File: src/rtl/hams_pkg.sv
`default_nettype none
// +----------------------------------------------------------------------------+
// | Package     : hams_pkg                                                     |
// | Description : Shared types and constants for the HAMS merge tree.          |
// |               hams_merge_st_e - merge node state (MERGE / DRAIN_A /        |
// |               DRAIN_B); HAMS_DATA_W - default key width.                   |
// | Revision    : 1.0 - initial release                                        |
// +----------------------------------------------------------------------------+
package hams_pkg;

  localparam int HAMS_DATA_W = 32;

  typedef enum logic [1:0] {
    MERGE   = 2'd0,
    DRAIN_A = 2'd1,
    DRAIN_B = 2'd2
  } hams_merge_st_e;

endpackage
`default_nettype wire

File: src/rtl/hams_merge_outreg.sv
`default_nettype none
// +----------------------------------------------------------------------------+
// | Module      : hams_merge_outreg                                            |
// | Description : Registered valid/ready output stage shared by the HAMS       |
// |               merge levels. Loads whenever the register is empty or the    |
// |               downstream accepts (load = !vld | rdy).                      |
// | Ports       : clk, rst_n      - clock, async active-low reset              |
// |               ld_vld_i        - an input element is consumed this cycle    |
// |               ld_data_i/last  - element to load                            |
// |               m_rdy_i         - downstream ready                           |
// |               load_o          - register may take a new element            |
// |               m_vld_o/data/last - registered output                        |
// | Revision    : 1.0 - initial release                                        |
// +----------------------------------------------------------------------------+
module hams_merge_outreg
  import hams_pkg::*;
#(
  parameter int DATA_W = HAMS_DATA_W
) (
  input  logic              clk,
  input  logic              rst_n,
  input  logic              ld_vld_i,
  input  logic [DATA_W-1:0] ld_data_i,
  input  logic              ld_last_i,
  input  logic              m_rdy_i,
  output logic              load_o,
  output logic              m_vld_o,
  output logic [DATA_W-1:0] m_data_o,
  output logic              m_last_o
);

  logic              vld_q, vld_d;
  logic [DATA_W-1:0] data_q, data_d;
  logic              last_q, last_d;

  assign load_o = !vld_q | m_rdy_i;

  // Data and last only change on a real load, so they hold while stalled
  // and keep their old value (harmlessly) once the register drains.
  always_comb begin
    vld_d  = vld_q;
    data_d = data_q;
    last_d = last_q;
    if (load_o) begin
      vld_d = ld_vld_i;
      if (ld_vld_i) begin
        data_d = ld_data_i;
        last_d = ld_last_i;
      end
    end
  end

  always_ff @(posedge clk or negedge rst_n) begin
    if (!rst_n) begin
      vld_q  <= 1'b0;
      data_q <= '0;
      last_q <= 1'b0;
    end else begin
      vld_q  <= vld_d;
      data_q <= data_d;
      last_q <= last_d;
    end
  end

  assign m_vld_o  = vld_q;
  assign m_data_o = data_q;
  assign m_last_o = last_q;

endmodule
`default_nettype wire

File: src/rtl/hams_merge2.sv
`default_nettype none
// +----------------------------------------------------------------------------+
// | Module      : hams_merge2                                                  |
// | Description : Two-way streaming merge node. Merges one sorted run from A   |
// |               and one from B (each closed by a last flag) into a single    |
// |               sorted run on M, one element per cycle when M is not stalled.|
// | Ports       : clk, rst_n              - clock, async active-low reset      |
// |               a_vld_i/a_data_i/a_last_i, a_rdy_o - input stream A          |
// |               b_vld_i/b_data_i/b_last_i, b_rdy_o - input stream B          |
// |               m_vld_o/m_data_o/m_last_o, m_rdy_i - merged output (regd)    |
// | Revision    : 1.0 - initial release                                        |
// +----------------------------------------------------------------------------+
module hams_merge2
  import hams_pkg::*;
#(
  parameter int DATA_W    = HAMS_DATA_W,
  parameter bit ASCENDING = 1'b1
) (
  input  logic              clk,
  input  logic              rst_n,
  input  logic              a_vld_i,
  input  logic [DATA_W-1:0] a_data_i,
  input  logic              a_last_i,
  output logic              a_rdy_o,
  input  logic              b_vld_i,
  input  logic [DATA_W-1:0] b_data_i,
  input  logic              b_last_i,
  output logic              b_rdy_o,
  output logic              m_vld_o,
  output logic [DATA_W-1:0] m_data_o,
  output logic              m_last_o,
  input  logic              m_rdy_i
);

  hams_merge_st_e    state_q;
  logic              sel_a;
  logic              load;
  logic              a_take;
  logic              b_take;
  logic [DATA_W-1:0] ld_data;
  logic              ld_last;

  // Ties select A so equal keys keep their A-before-B order (stable merge).
  generate
    if (ASCENDING) begin : g_asc
      assign sel_a = (a_data_i <= b_data_i);
    end else begin : g_desc
      assign sel_a = (a_data_i >= b_data_i);
    end
  endgenerate

  // Readiness is gated by load, so a stalled M register blocks both inputs.
  always_comb begin
    a_rdy_o = 1'b0;
    b_rdy_o = 1'b0;
    ld_last = 1'b0;
    case (state_q)
      MERGE: begin
        a_rdy_o = load & a_vld_i & b_vld_i & sel_a;
        b_rdy_o = load & a_vld_i & b_vld_i & !sel_a;
      end
      DRAIN_A: begin
        a_rdy_o = load;
        ld_last = a_last_i;
      end
      DRAIN_B: begin
        b_rdy_o = load;
        ld_last = b_last_i;
      end
      default: begin
        a_rdy_o = 1'b0;
        b_rdy_o = 1'b0;
      end
    endcase
  end

  assign a_take  = a_vld_i & a_rdy_o;
  assign b_take  = b_vld_i & b_rdy_o;
  assign ld_data = a_take ? a_data_i : b_data_i;

  // The last element of one run flips to draining the other run; the last
  // element of the drained run closes the pair and reopens MERGE.
  always_ff @(posedge clk or negedge rst_n) begin
    if (!rst_n) begin
      state_q <= MERGE;
    end else begin
      case (state_q)
        MERGE: begin
          if (a_take && a_last_i) begin
            state_q <= DRAIN_B;
          end else if (b_take && b_last_i) begin
            state_q <= DRAIN_A;
          end
        end
        DRAIN_A: begin
          if (a_take && a_last_i) begin
            state_q <= MERGE;
          end
        end
        DRAIN_B: begin
          if (b_take && b_last_i) begin
            state_q <= MERGE;
          end
        end
        default: state_q <= MERGE;
      endcase
    end
  end

  hams_merge_outreg #(
    .DATA_W (DATA_W)
  ) u_outreg (
    .clk       (clk),
    .rst_n     (rst_n),
    .ld_vld_i  (a_take | b_take),
    .ld_data_i (ld_data),
    .ld_last_i (ld_last),
    .m_rdy_i   (m_rdy_i),
    .load_o    (load),
    .m_vld_o   (m_vld_o),
    .m_data_o  (m_data_o),
    .m_last_o  (m_last_o)
  );

endmodule
`default_nettype wire

File: config.mk
export PLATFORM = sky130hd
export DESIGN_NAME = hams_merge2
export DESIGN_NICKNAME = d
export VERILOG_FILES = /design/src/rtl/hams_pkg.sv /design/src/rtl/hams_merge_outreg.sv /design/src/rtl/hams_merge2.sv
export SDC_FILE = /design/constraint.sdc
export NUM_CORES = 1
export LEC_CHECK = 0
export BUFFER_PORTS_ARGS = -buffer_cell sky130_fd_sc_hd__buf_2
export CORE_AREA = 8 8 115 75
export DETAILED_ROUTE_END_ITERATION = 8
export DIE_AREA = 0 0 123 83
export PLACE_DENSITY = 0.71
export RECOVER_POWER = 25
export SLEW_MARGIN = 20
export SYNTH_ARGS = -nofsm -noshare
export SYNTH_HDL_FRONTEND = slang
export SYNTH_SLANG_ARGS = --single-unit
File: constraint.sdc
create_clock -name clk -period 3.2 [get_ports clk]
set_input_delay 0.48 -clock clk [delete_from_list [all_inputs] [get_ports clk]]
set_output_delay 0.48 -clock clk [all_outputs]
set_load 0.01 [all_outputs]
==> reports/metrics.yaml <==
cts:
  htreeDepth: 2
  clkSlewWorstSetupHoldPaths_ns: 0.06
  clock-sinks: 36
  cts_inserted_buffers: 5
  cts_tree: "yes"
  clk_latency_ns: 0.28
  cts_buffer_depth: 2
  root_buffer: "clkbuf_16"
  post_cts_buffers: 0
setup_path:
  end_kind: "output pin"
  cp_max_fo: 3
  path_class: "input pin to output pin"
  startpoint_type: "input pin"
  critPathArrivalTime_ns: 2.49
  critPathRequiredTime_ns: 2.72
  reg2regPathDepth: 8
logic_synthesis:
  synthArstFlopShare_pct: 100
  synth_top_cell_by_area: "dfrtp_1"
  ys.flop_type: "dfrtp_1"
  synth_seq_area_share_pct: 33.6
  synth_cell_type_count: 37
  synth-seq-cells: 36
  synth_top_area_share_pct: 33.6
  synth.avg_cell_area_sq_um: 8.77
  synth_nets: 412
  syn_area_sq_um: 2690
  synth_edf_count: 0
  synthTopCellsByArea: "dfrtp_1 34%, ha_1 16%, mux2i_1 12%"
  yosysMostFrequentCell: "a21oi_1"
  postSynthCellCount: 306
  ys_warn_count: 0
  synth_common_cells: "52 x a21oi_1, 38 x inv_1, 38 x nor2_1"
pwr:
  intPower_w: 0.00151
  p_comb_share_pct: 46.4
  power.total_w: 0.00241
  vdd_drop_max_uv: 316
  switching_power_w: 0.000900
  p_leak_nw: 1.98
  clockPowerShare_pct: 20.5
  p_seq_share_pct: 33.1
  p_sw_share_pct: 37.4
  p_per_area_nw_per_um2: 696
flow_run:
  drv_cap: 1
die:
  die_w_um: 123
  rows: 24
  start_util_pct: 38.5
  io_pins: 107
  core_sq_um: 6970
  dieArea_sq_um: 10200
  die_y_um: 83
sta:
  finalHoldViolCount: 0
  worst_pin_slew_ns: 2.13
  max-slew-margin-rel_pct: -42.1
  rsz0062_at_grt: "no"
  setup_viol: 0
  drv_slew: 37
  holdWs_ns: 0.475
  fin_setup_tns_ns: 0
  fin_ws_ns: 0.229
  post-route-period-util_pct: 92.8
  clock_skew_ns: 0.00211
  period_needed_ns: 2.97
  max_freq_mhz: 337
global_route:
  grt_max_degree: 56
  grt_pass1_vias: 2562
  antenna_found_initial: 0
  grt.total_usage_pct: 14.9
  grt_pass1_wl_um: 12400
  grt_overflow_total: 0
placed_design:
  place_area_sq_um: 3310
  io_buffer_count: 106
  hpwl_um: 6000
  pre_cts_ws_ns: 0.131
  gp_routability_congestion: 0.758
finish:
  final_area_sq_um: 3460
  diodes: 0
  area_growth_pct: 29.0
  drive_gt1_share_pct: 29.4
  layout.nets: 516
status:
  violations: "capacitance limit, slew limit"
  status: "complete, but fails checks"
drt:
  first_pass_iters: 4
  routedWlPerCell_um: 14.9
  vias_per_cell: 4.99
  ant_nets: 0
  drc_errors: 0
  wirelength_um: 7480
  via_count: 2506
  drtIter0Drc: 92
min_path:
  min_path_cells: 3
  min_path_type: "input pin to register"
## state kept, by name, indices dropped and copies added, names as in the netlist
register           flops
u_outreg.m_data_o     32
u_outreg.m_vld_o       1
u_outreg.m_last_o      1
state_q                2
## layout by cell type, fill, tap and decap left out, drive strengths merged, types with 2 or more instances in the layout
| cell type | instances |
|---|---|
| a211oi | 2 |
| a21oi | 52 |
| a22oi | 2 |
| and3 | 2 |
| buf | 109 |
| clkbuf | 9 |
| dfrtp | 36 |
| ha | 35 |
| inv | 38 |
| mux2i | 32 |
| nand2 | 13 |
| nand2b | 2 |
| nand3 | 5 |
| nand4 | 8 |
| nor2 | 38 |
| nor4 | 4 |
| o211ai | 2 |
| o21ai | 7 |
## area by class of cell
class | count | area, sq um
clock buffer | 8 | 146
fill | 702 | 3500
inverter | 38 | 143
multi-input combinational | 219 | 1580
sequential | 36 | 901
tap | 91 | 114
timing repair buffer | 110 | 584
## path summary, 6_finish.rpt
| check | end | startpoint | slack, ns |
|---|---|---|---|
| max | a_rdy_o | b_data_i[27] | 0.23 |
| min | u_outreg.m_data_o[31]$_DFFE_PN0P_ | a_data_i[31] | 0.48 |
| max reg2reg | state_q[1]$_DFFE_PN0P_ | state_q[1]$_DFFE_PN0P_ | 0.79 |
| min reg2reg | u_outreg.m_last_o$_DFFE_PN0P_ | u_outreg.m_last_o$_DFFE_PN0P_ | 0.51 |
| max in group asynchronous | u_outreg.m_data_o[12]$_DFFE_PN0P_ | rst_n | 1.16 |
| min in group asynchronous | u_outreg.m_data_o[0]$_DFFE_PN0P_ | rst_n | 0.82 |
## metrics by stage
stage,std cells,utilization (%)
2_1_floorplan,306,-
3_3_place_gp,494,47.5
3_5_place_dp,494,47.5
4_1_cts,502,49.6
5_1_grt,502,49.7
6_report,502,49.7
## cells by family after synthesis
logic type / after synthesis / share of synthesized area [%]
compound gates: 76 / 16.3
fa+ha+maj: 35 / 16.3
buf+inv: 51 / 8.53
flops: 36 / 33.6
mux: 32 / 11.9
simple gates: 76 / 13.4
## critical path, stage by stage
cell and delay, ns:
buf_2 0.09, inv_1 0.04, ha_1 0.31, nand4_1 0.20, nor4_2 0.33, nand2b_1 0.12
a31oi_2 0.27, nor2_1 0.10, a21oi_1 0.34, a21oi_1 0.07, buf_2 0.15
## routing by layer
| layer | vias up | GRT usage, % | routed length, um | part of all wire, % |
|---|---|---|---|---|
| li1 | 1280 | - | - | - |
| met1 | 1139 | 20.9 | 3720 | 50 |
| met2 | 83 | 21.1 | 3040 | 41 |
| met3 | 4 | 5.61 | 693 | 9.3 |
| met4 | 0 | 2.94 | 39 | 0.52 |
| met5 | - | 0 | 0 | 0 |
## power by group through the flow
stage	registers, W	logic [W]	clock network (W)
5_1_grt	0.000830	0.00125	0.000526
4_1_cts	0.000798	0.00113	0.000505
3_5_place_dp	0.000804	0.00113	0
6_report	0.000797	0.00112	0.000495
2_1_floorplan	0.000905	0.000584	0
3_3_place_gp	0.000792	0.00110	0
## repair_timing
item,4_1_cts,5_1_grt
endpoints found under the setup margin,0,2
gates resized for setup,0,1
hold buffers,0,0
endpoints found under the hold margin,0,0
No activity file was read; power rests on OpenSTA's default activity.
